===== src/rtl/pitch_env_mc_if.sv =====
// pitch_env_mc_if: control/result bundle between the voice allocator and pitch_env_mc
// Signals (per channel c, packed little-endian by channel index):
//   en           global clock enable
//   speed        global rate, timer increment = 2^speed
//   mode         2 bits per channel: 00 bypass, 01 fall, 10 rise, 11 scoop
//   note_on      gate per channel
//   note_repeat  retrigger pulse per channel for a repeated identical note
//   note         7-bit MIDI note per channel
//   offset       signed AMT_W+1 bit semitone offset per channel
//   active       high while the channel is ramping
// Modports: master drives the controls, slave (the envelope block) drives the results.
interface pitch_env_mc_if #(
    parameter int NUM_CH = 4,
    parameter int AMT_W  = 7
);
    logic                          en;
    logic [3:0]                    speed;
    logic [2*NUM_CH-1:0]           mode;
    logic [NUM_CH-1:0]             note_on;
    logic [NUM_CH-1:0]             note_repeat;
    logic [7*NUM_CH-1:0]           note;
    logic [(AMT_W+1)*NUM_CH-1:0]   offset;
    logic [NUM_CH-1:0]             active;

    modport master (
        output en, speed, mode, note_on, note_repeat, note,
        input  offset, active
    );

    modport slave (
        input  en, speed, mode, note_on, note_repeat, note,
        output offset, active
    );
endinterface


===== src/rtl/pitch_env_mc.sv =====
// pitch_env_mc: multi-channel pitch envelope generator with fall / rise / scoop ramps
// Ports:
//   clk      system clock
//   reset_n  asynchronous active-low reset
//   bus      pitch_env_mc_if.slave; inputs en, speed, mode, note_on, note_repeat, note;
//            outputs offset (registered, signed, AMT_W+1 bits per channel) and active
module pitch_env_mc #(
    parameter int NUM_CH  = 4,
    parameter int AMT_W   = 7,
    parameter int MAX_AMT = 24,
    parameter int TIMER_W = 26,
    parameter int THRESH  = 2097120
) (
    input logic           clk,
    input logic           reset_n,
    pitch_env_mc_if.slave bus
);
    typedef enum logic [1:0] {IDLE, RUN, HOLD} state_t;

    localparam logic [TIMER_W-1:0]    THR   = TIMER_W'(THRESH);
    localparam logic [TIMER_W-1:0]    T_ONE = TIMER_W'(1);
    localparam logic [AMT_W-1:0]      MAX_S = AMT_W'(MAX_AMT);
    localparam logic signed [AMT_W:0] MAX_O = (AMT_W+1)'(MAX_AMT);

    for (genvar c = 0; c < NUM_CH; c++) begin : g_ch
        state_t                state_q, state_d;
        logic [6:0]            note_lat_q, note_lat_d;
        logic [1:0]            mode_lat_q, mode_lat_d;
        logic                  gate_hist_q, gate_hist_d;
        logic [AMT_W-1:0]      step_q, step_d;
        logic [TIMER_W-1:0]    timer_q, timer_d;
        logic signed [AMT_W:0] offset_q, offset_d, step_s;
        logic                  on, rep, trig;
        logic [6:0]            note_in;
        logic [1:0]            mode_in;

        assign on      = bus.note_on[c];
        assign rep     = bus.note_repeat[c];
        assign note_in = bus.note[7*c +: 7];
        assign mode_in = bus.mode[2*c +: 2];

        // A new or repeated note, or a fresh gate, restarts the ramp.
        assign trig = on & (~gate_hist_q | (note_in != note_lat_q) | rep);

        always_comb begin
            state_d     = state_q;
            note_lat_d  = note_lat_q;
            mode_lat_d  = mode_lat_q;
            gate_hist_d = gate_hist_q;
            step_d      = step_q;
            timer_d     = timer_q;
            if (bus.en) begin
                gate_hist_d = on;
                if (!on) begin
                    state_d    = IDLE;
                    note_lat_d = '0;
                end else if (trig) begin
                    state_d    = (mode_in == 2'b00) ? HOLD : RUN;
                    note_lat_d = note_in;
                    mode_lat_d = mode_in;
                    step_d     = '0;
                    timer_d    = T_ONE;
                end else if (state_q == RUN) begin
                    if (timer_q > THR) begin
                        step_d  = step_q + AMT_W'(1);
                        timer_d = T_ONE;
                        state_d = (step_d == MAX_S) ? HOLD : RUN;
                    end else begin
                        timer_d = timer_q + (T_ONE << bus.speed);
                    end
                end
            end
            // Offset tracks the next step/mode so it is valid right after each change;
            // entering IDLE leaves the last value in place as a release tail.
            step_s   = {1'b0, step_d};
            offset_d = (!bus.en || state_d == IDLE) ? offset_q :
                       (mode_lat_d == 2'b01)        ? -step_s :
                       (mode_lat_d == 2'b10)        ? step_s :
                       (mode_lat_d == 2'b11)        ? step_s - MAX_O : '0;
        end

        always_ff @(posedge clk or negedge reset_n) begin
            if (!reset_n) begin
                state_q     <= IDLE;
                note_lat_q  <= '0;
                mode_lat_q  <= '0;
                gate_hist_q <= 1'b0;
                step_q      <= '0;
                timer_q     <= T_ONE;
                offset_q    <= '0;
            end else begin
                state_q     <= state_d;
                note_lat_q  <= note_lat_d;
                mode_lat_q  <= mode_lat_d;
                gate_hist_q <= gate_hist_d;
                step_q      <= step_d;
                timer_q     <= timer_d;
                offset_q    <= offset_d;
            end
        end

        assign bus.offset[(AMT_W+1)*c +: AMT_W+1] = offset_q;
        assign bus.active[c]                      = (state_q == RUN);
    end
endmodule


===== src/flat_wrapper.sv =====
// flat-port wrapper written by rule: the top's interface ports become plain ports
module pitch_env_mc_flat 
#(
    parameter int NUM_CH  = 4,
    parameter int AMT_W   = 7,
    parameter int MAX_AMT = 24,
    parameter int TIMER_W = 26,
    parameter int THRESH  = 2097120
)
  (clk, reset_n, bus_en, bus_speed, bus_mode, bus_note_on, bus_note_repeat, bus_note, bus_offset, bus_active);
  pitch_env_mc_if #(.NUM_CH(NUM_CH), .AMT_W(AMT_W)) bus_i ();
  input logic clk;
  input logic reset_n;
  input wire logic [$bits(bus_i.en)-1:0] bus_en;
  input wire logic [$bits(bus_i.speed)-1:0] bus_speed;
  input wire logic [$bits(bus_i.mode)-1:0] bus_mode;
  input wire logic [$bits(bus_i.note_on)-1:0] bus_note_on;
  input wire logic [$bits(bus_i.note_repeat)-1:0] bus_note_repeat;
  input wire logic [$bits(bus_i.note)-1:0] bus_note;
  output wire logic [$bits(bus_i.offset)-1:0] bus_offset;
  output wire logic [$bits(bus_i.active)-1:0] bus_active;
  assign bus_i.en = bus_en;
  assign bus_i.speed = bus_speed;
  assign bus_i.mode = bus_mode;
  assign bus_i.note_on = bus_note_on;
  assign bus_i.note_repeat = bus_note_repeat;
  assign bus_i.note = bus_note;
  assign bus_offset = bus_i.offset;
  assign bus_active = bus_i.active;
  pitch_env_mc #(.NUM_CH(NUM_CH), .AMT_W(AMT_W), .MAX_AMT(MAX_AMT), .TIMER_W(TIMER_W), .THRESH(THRESH)) u_core (.clk(clk), .reset_n(reset_n), .bus(bus_i));
endmodule

===== config.mk =====
export PLATFORM = sky130hd
export DESIGN_NAME = pitch_env_mc_flat
export DESIGN_NICKNAME = d
export VERILOG_FILES = /design/src/rtl/pitch_env_mc_if.sv /design/src/rtl/pitch_env_mc.sv /design/src/flat_wrapper.sv
export SDC_FILE = /design/constraint.sdc
export NUM_CORES = 1
export LEC_CHECK = 0
export ABC_AREA = 1
export BUFFER_PORTS_ARGS = -buffer_cell sky130_fd_sc_hd__buf_2
export CORE_ASPECT_RATIO = 2
export CORE_MARGIN = 2
export CORE_UTILIZATION = 30
export DETAILED_ROUTE_END_ITERATION = 16
export GPL_ROUTABILITY_DRIVEN = 1
export SYNTH_ARGS = -nofsm -noshare
export SYNTH_HDL_FRONTEND = slang
export SYNTH_SLANG_ARGS = --single-unit
export TNS_END_PERCENT = 20

===== constraint.sdc =====
create_clock -name clk -period 2.85 [get_ports clk]
set_input_delay 0.285 -clock clk [delete_from_list [all_inputs] [get_ports clk]]
set_output_delay 0.285 -clock clk [all_outputs]
set_load 0.02 [all_outputs]

==> results of run 1 <==
report_power, final:
| part | internal, mW | switching, mW |
|---|---|---|
| Clock | 1.65 | 1.27 |
| Sequential | 3.19 | 0.118 |
| Combinational | 0.426 | 0.844 |
| Total | 5.27 | 2.23 |
synth_stat cells (8+ instances only):
| cell | count | area share |
|---|---|---|
| nand3_1 | 106 | 0.036 |
| ha_1 | 82 | 0.069 |
| o21ai_0 | 136 | 0.046 |
| a21oi_1 | 122 | 0.041 |
| nor2_2 | 8 | 0.0034 |
| o211ai_1 | 9 | 0.0045 |
| o21a_1 | 11 | 0.0056 |
| inv_1 | 267 | 0.067 |
| nand4_1 | 34 | 0.014 |
| nand2_1 | 582 | 0.15 |
| o21ai_1 | 17 | 0.0057 |
| nor3_1 | 28 | 0.0094 |
| inv_2 | 17 | 0.0043 |
| dfrtp_1 | 208 | 0.35 |
| xor2_1 | 47 | 0.028 |
| a31oi_1 | 16 | 0.0067 |
| o22ai_1 | 31 | 0.013 |
| nor2_1 | 228 | 0.058 |
| nand2_2 | 25 | 0.011 |
| o21ai_2 | 11 | 0.0065 |
final timing paths:
kind	slack, ns	from	to
min in group asynchronous	0.30	reset_n	u_core.g_ch[0].offset_q[3]$_DFFE_PN0N_
worst max register to register	0.20	u_core.g_ch[0].timer_q[1]$_DFFE_PN0P_	u_core.g_ch[0].offset_q[6]$_DFFE_PN0N_
worst max-delay path	0.20	u_core.g_ch[0].timer_q[1]$_DFFE_PN0P_	u_core.g_ch[0].offset_q[6]$_DFFE_PN0N_
max in group asynchronous	1.69	reset_n	u_core.g_ch[1].gate_hist_q$_DFFE_PN0P_
worst min-delay path	0.02	bus_note[13]	u_core.g_ch[1].note_lat_q[6]$_DFFE_PN0P_
worst min register to register	0.48	u_core.g_ch[2].offset_q[1]$_DFFE_PN0N_	u_core.g_ch[2].offset_q[1]$_DFFE_PN0N_
flip-flops by register name, indices dropped and copies added, names as in the netlist:
| name | flops |
|---|---|
| u_core.g_ch.gate_hist_q | 4 |
| u_core.g_ch.state_q | 8 |
| u_core.g_ch.note_lat_q | 28 |
| u_core.g_ch.offset_q | 32 |
| u_core.g_ch.step_q | 28 |
| u_core.g_ch.mode_lat_q | 8 |
| u_core.g_ch.timer_q | 104 |
cell type report:
cell class / instances / area, um2
multi-input combinational: 1583 / 8380
timing repair buffer: 211 / 1420
clock buffer: 31 / 646
sequential: 212 / 5310
clock inverter: 4 / 45.0
fill: 5133 / 31400
tap: 643 / 805
inverter: 291 / 1100
per-layer routing:
metal | share of wire | vias up | wire [um] | global-route usage
li1 | - | 7288 | - | -
met1 | 0.37 | 6771 | 16400 | 0.169
met2 | 0.55 | 290 | 24600 | 0.343
met3 | 0.031 | 107 | 1360 | 0.0172
met4 | 0.052 | 0 | 2340 | 0.0931
met5 | 0 | - | 0 | 0
what timing repair did:
action / in CTS / in global routing
resized for setup: 0 / 7
hold endpoints to repair: 67 / 0
setup endpoints to repair: 0 / 5
hold buffers: 2 / 0
cell families after synthesis:
kind of cell / synth area share
compound gates: 0.149
xor+xnor: 0.0301
fa+ha+maj: 0.0744
buf+inv: 0.0802
flops: 0.357
simple gates: 0.309
stage by stage:
step	util	instance area, um2
2_1_floorplan	-	14900
3_3_place_gp	0.346	17000
3_5_place_dp	0.346	17000
4_1_cts	0.360	17700
5_1_grt	0.361	17700
6_report	0.361	17700
critical path, cell delays in order (launching register included):
cell and delay, ns:
dfrtp_1 0.40, inv_1 0.12, nand2_1 0.07, nor2_1 0.17
nand2_1 0.10, nor2_2 0.16, nand2_2 0.16, nand3_4 0.16
inv_2 0.07, or2_1 0.21, nand2_1 0.13, ha_2 0.22
nand2_2 0.08, o21bai_1 0.15, nand2_1 0.08, nand2_1 0.06
nand2_1 0.08, nand2_1 0.07, nand2_1 0.05
==> impl_metrics.toml, run 1 <==
[sta]
fin_skew_ns = 0.0116
period_share = 0.931
setup_slack_ns = 0.197
hold_viol_final = 0
worstMarginPinSlew_ns = 0.651
slew_violations = 0
hold-worst-slack_ns = 0.0236
min_period_ns = 2.65
fin_tns_setup_ns = 0
slew_headroom = 0.564
fmax_ghz = 0.377
rsz0062_at_grt = "true"
setup_viol = 0

[logic_synthesis]
synth_edf_count = 0
syn_inst = 2104
synth.avg_cell_area_um2 = 7.06
synthFlopType = "dfrtp_1"
synth_fp_nets = 2241
netlist_area_um2 = 14900
synth.distinct_cells = 58
ys_seq_area_frac = 0.357
async_reset_ff_frac = 1.00
ys_seq_elements = 212
ys.warnings.count = 0

[grt]
first_global_vias = 15000
grt_overflow = 0
grt_pass1_wl_mm = 72.4
grt_antenna_before_repair = 1
grt_max_degree = 76
grt_util_all_layers = 0.172

[route]
initialDrtViolationCount = 722
first_pass_iters = 5
routed_via_density = 4.86
wl_mm = 44.6
route.detailed.drc = 0
num_vias = 14500
ant_nets = 0
wire_per_inst_um = 15.0

[setup_path]
worst-path-max-fanout = 7
cp-start-kind = "flop"
cp.required_ns = 3.27
critPathKind = "reg2reg"
cp-end-kind = "flop"
reg2regPathDepth = 18
crit_arrival_ns = 3.08

[clocking]
post-cts-setup-buffers = 0
clk_pin_slew_ns = 0.07
clockBufferDepth = 3
clockRootBuffer = "clkbuf_16"
clock_latency_ns = 0.54
cts_max_level = 1
cts_tree = "done"
numCtsBuffers = 22
cts_sinks = 212

[finish]
antennaDiodeCount = 0
layout.nets = 2458
syn2layout_area_growth_pct = 19.2
final_common_cell = "nand2_1"
fin_cells = 2975
mostFrequentLayoutCells = "nand2_1, inv_1, nor2_1, dfrtp_1, o21ai_0"
drive_gt1_frac = 0.151

[die]
die_x_um = 161
ios = 87
start_util = 0.303
dieArea_um2 = 51400
core_um2 = 49100
chipHeight_um = 319
rows = 115

[power]
power_mw = 7.50
p_per_area_nw_per_um2 = 424
p_leak_nw = 9.16
peakVddDrop_uv = 364

[run_status]
status = "finished, final reports clean"

[min_path]
whs_path_depth = 3
worstHoldPathType = "in2reg"

[place]
dp_hpwl_mm = 35.5
io_buffers = 86
dp_cells = 2938
gp_congestion = 0.923
pre_cts_ws_ns = -0.0788

[job]
maxCapViolCount = 0
(Power assumes the default switching activity.)
==> run 2, diff against run 1 <==
--- a/config.mk
+++ b/config.mk
@@ -12,6 +12,7 @@
 export CORE_UTILIZATION = 30
 export DETAILED_ROUTE_END_ITERATION = 16
 export GPL_ROUTABILITY_DRIVEN = 1
+export GPL_TIMING_DRIVEN = 0
 export SYNTH_ARGS = -nofsm -noshare
 export SYNTH_HDL_FRONTEND = slang
 export SYNTH_SLANG_ARGS = --single-unit
==> impl_metrics.toml, run 2 (synthesized netlist as in run 1, its figures left out) <==
[place]
gp_congestion = 0.908
dpl_cell_area_um2 = 16100
io_buffers = 84
dp_hpwl_mm = 33.1

[clocking]
clockBufferDepth = 3
clockRootBuffer = "clkbuf_16"
clock_latency_ns = 0.54
cts_max_level = 1
cts_sinks = 212
clk_pin_slew_ns = 0.06
cts_tree = "done"
numCtsBuffers = 23

[sta]
min_period_ns = 2.69
rsz0062_at_grt = "true"
slew_headroom = 0.475
fin_skew_ns = 0.0129
worstMarginPinSlew_ns = 0.788
hold_viol_final = 0
fmax_ghz = 0.372
period_share = 0.944
slew_violations = 0
setup_viol = 0

[power]
pwr-share-comb = 0.159
p_switching_mw = 2.31
intPower_mw = 5.24
clkPwrFrac = 0.402
p_per_area_nw_per_um2 = 441
p_leak_nw = 8.62
p_sw_frac = 0.306
peakVddDrop_uv = 595
seq_power_share = 0.439
power_mw = 7.54

[setup_path]
crit_arrival_ns = 3.15
worst-path-max-fanout = 4
cp-start-kind = "flop"
critPathKind = "reg2reg"
cp-end-kind = "flop"
cp.required_ns = 3.31

[route]
wire_per_inst_um = 14.8
first_pass_iters = 5
num_vias = 14100
ant_nets = 0
initialDrtViolationCount = 608
route.detailed.drc = 0
wl_mm = 42.6
routed_via_density = 4.89

[finish]
syn2layout_area_growth_pct = 15.0
drive_gt1_frac = 0.122
fin_area_um2 = 17100
mostFrequentLayoutCells = "nand2_1, inv_1, nor2_1, dfrtp_1, o21ai_0"
largest_register_ffs = 104
largest_register = "u_core.g_ch.timer_q"
final_common_cell = "nand2_1"
biggestRegsByFlops = "u_core.g_ch.timer_q: 104 flops, u_core.g_ch.offset_q: 32 flops"
final_util = 0.348
layout.nets = 2359

[job]
maxCapViolCount = 0

[die]
die_x_um = 161
dieArea_um2 = 51400
core_um2 = 49100
chipHeight_um = 319
rows = 115
ios = 87
start_util = 0.303

[grt]
first_global_vias = 14400
grt_util_met1 = 0.168
busiest_layer = "met2"
grt_overflow = 0
grt_use_met3 = 0.0177
grtUsageMet2 = 0.320
grt_antenna_before_repair = 0
grt_max_degree = 115
grt_util_all_layers = 0.165
grt_pass1_wl_mm = 69.6

[min_path]
worstHoldPathType = "in2reg"

[run_status]
status = "finished, final reports clean"
[run 2: cell types whose count changed in the layout (fill, tap and decap cells not counted), moves of 3 or more]
cell	before	now
buf_12	3	0
buf_2	85	89
buf_4	120	7
clkbuf_1	4	13
clkinvlp_4	0	7
dlygate4sd3_1	2	5
inv_1	267	264
nand3_2	4	7
nor2_1	227	217
nor2_2	9	13
nor2_4	4	10
o21ai_0	134	131
o21ai_2	10	14
[run 2: critical path, stage by stage (launching register included)]
cell and delay [ns]:
dfstp_2 0.55, ha_1 0.22, inv_1 0.10, fa_2 0.38
o21ai_2 0.18, nand2_2 0.10, a21oi_4 0.18, a21oi_1 0.11
inv_1 0.10, nand2_1 0.07, o2111ai_1 0.11, nand2_1 0.18
o21ai_0 0.17, nor3b_2 0.17
[run 2: repair_timing]
item / CTS / global route
hold endpoints to repair: 101 / 0
setup endpoints to repair: 16 / 28
hold buffers: 5 / 0
pin swaps: 0 / 3
buffers inserted: 0 / 2
resized for setup: 9 / 36
[run 2: area by class of cell]
class,count,area (um2)
antenna,1,2.50
buffer,18,91.3
clock buffer,33,643
clock inverter,9,87.6
fill,5134,32000
inverter,291,1110
multi-input combinational,1583,8510
sequential,212,5310
tap,643,805
timing repair buffer,93,531
[run 2: per-layer routing]
metal / vias up / part of all wire / wire, um
met2: 266 / 0.53 / 22700
li1: 7115 / - / -
met1: 6596 / 0.38 / 16100
met3: 112 / 0.032 / 1370
met5: - / 0 / 0
met4: 0 / 0.056 / 2400
[run 2: metrics by stage]
stage	setup slack [ns]	TNS, ns	hold slack (ns)	cells
final	0.161	0	0.0322	2883
after global routing	-0.0483	-0.141	0.0289	2882
after CTS	0.0134	0	0.0112	2880
after detailed placement	-0.928	-24.69	0.404	2833
after global placement	-2.49	-544.69	0.462	2831
after floorplan	0.113	0	-0.0106	2104
[run 2: power groups by stage]
stage	combinational (mW)	clock [mW]	sequential, mW
after floorplan	0.653	0	3.44
after global placement	1.17	0	3.36
after detailed placement	1.19	0	3.37
after CTS	1.20	3.12	3.31
after global routing	1.35	3.22	3.33
final	1.20	3.03	3.31
[run 2: path summary, 6_finish.rpt]
path / startpoint / to / slack (ns) / cells past startpoint
min in group asynchronous: reset_n / u_core.g_ch[0].offset_q[0]$_DFFE_PN0N_ / 0.37 / 2
max in group asynchronous: reset_n / u_core.g_ch[2].timer_q[16]$_DFFE_PN0P_ / 1.34 / 3
hold reg to reg: u_core.g_ch[0].offset_q[6]$_DFFE_PN0N_ / u_core.g_ch[0].offset_q[6]$_DFFE_PN0N_ / 0.48 / 2
setup reg to reg: u_core.g_ch[1].timer_q[0]$_DFFE_PN1P_ / u_core.g_ch[1].timer_q[20]$_DFFE_PN0P_ / 0.16 / 13
hold / removal: bus_note[20] / u_core.g_ch[2].note_lat_q[6]$_DFFE_PN0P_ / 0.03 / 3
setup / recovery: u_core.g_ch[1].timer_q[0]$_DFFE_PN1P_ / u_core.g_ch[1].timer_q[20]$_DFFE_PN0P_ / 0.16 / 13
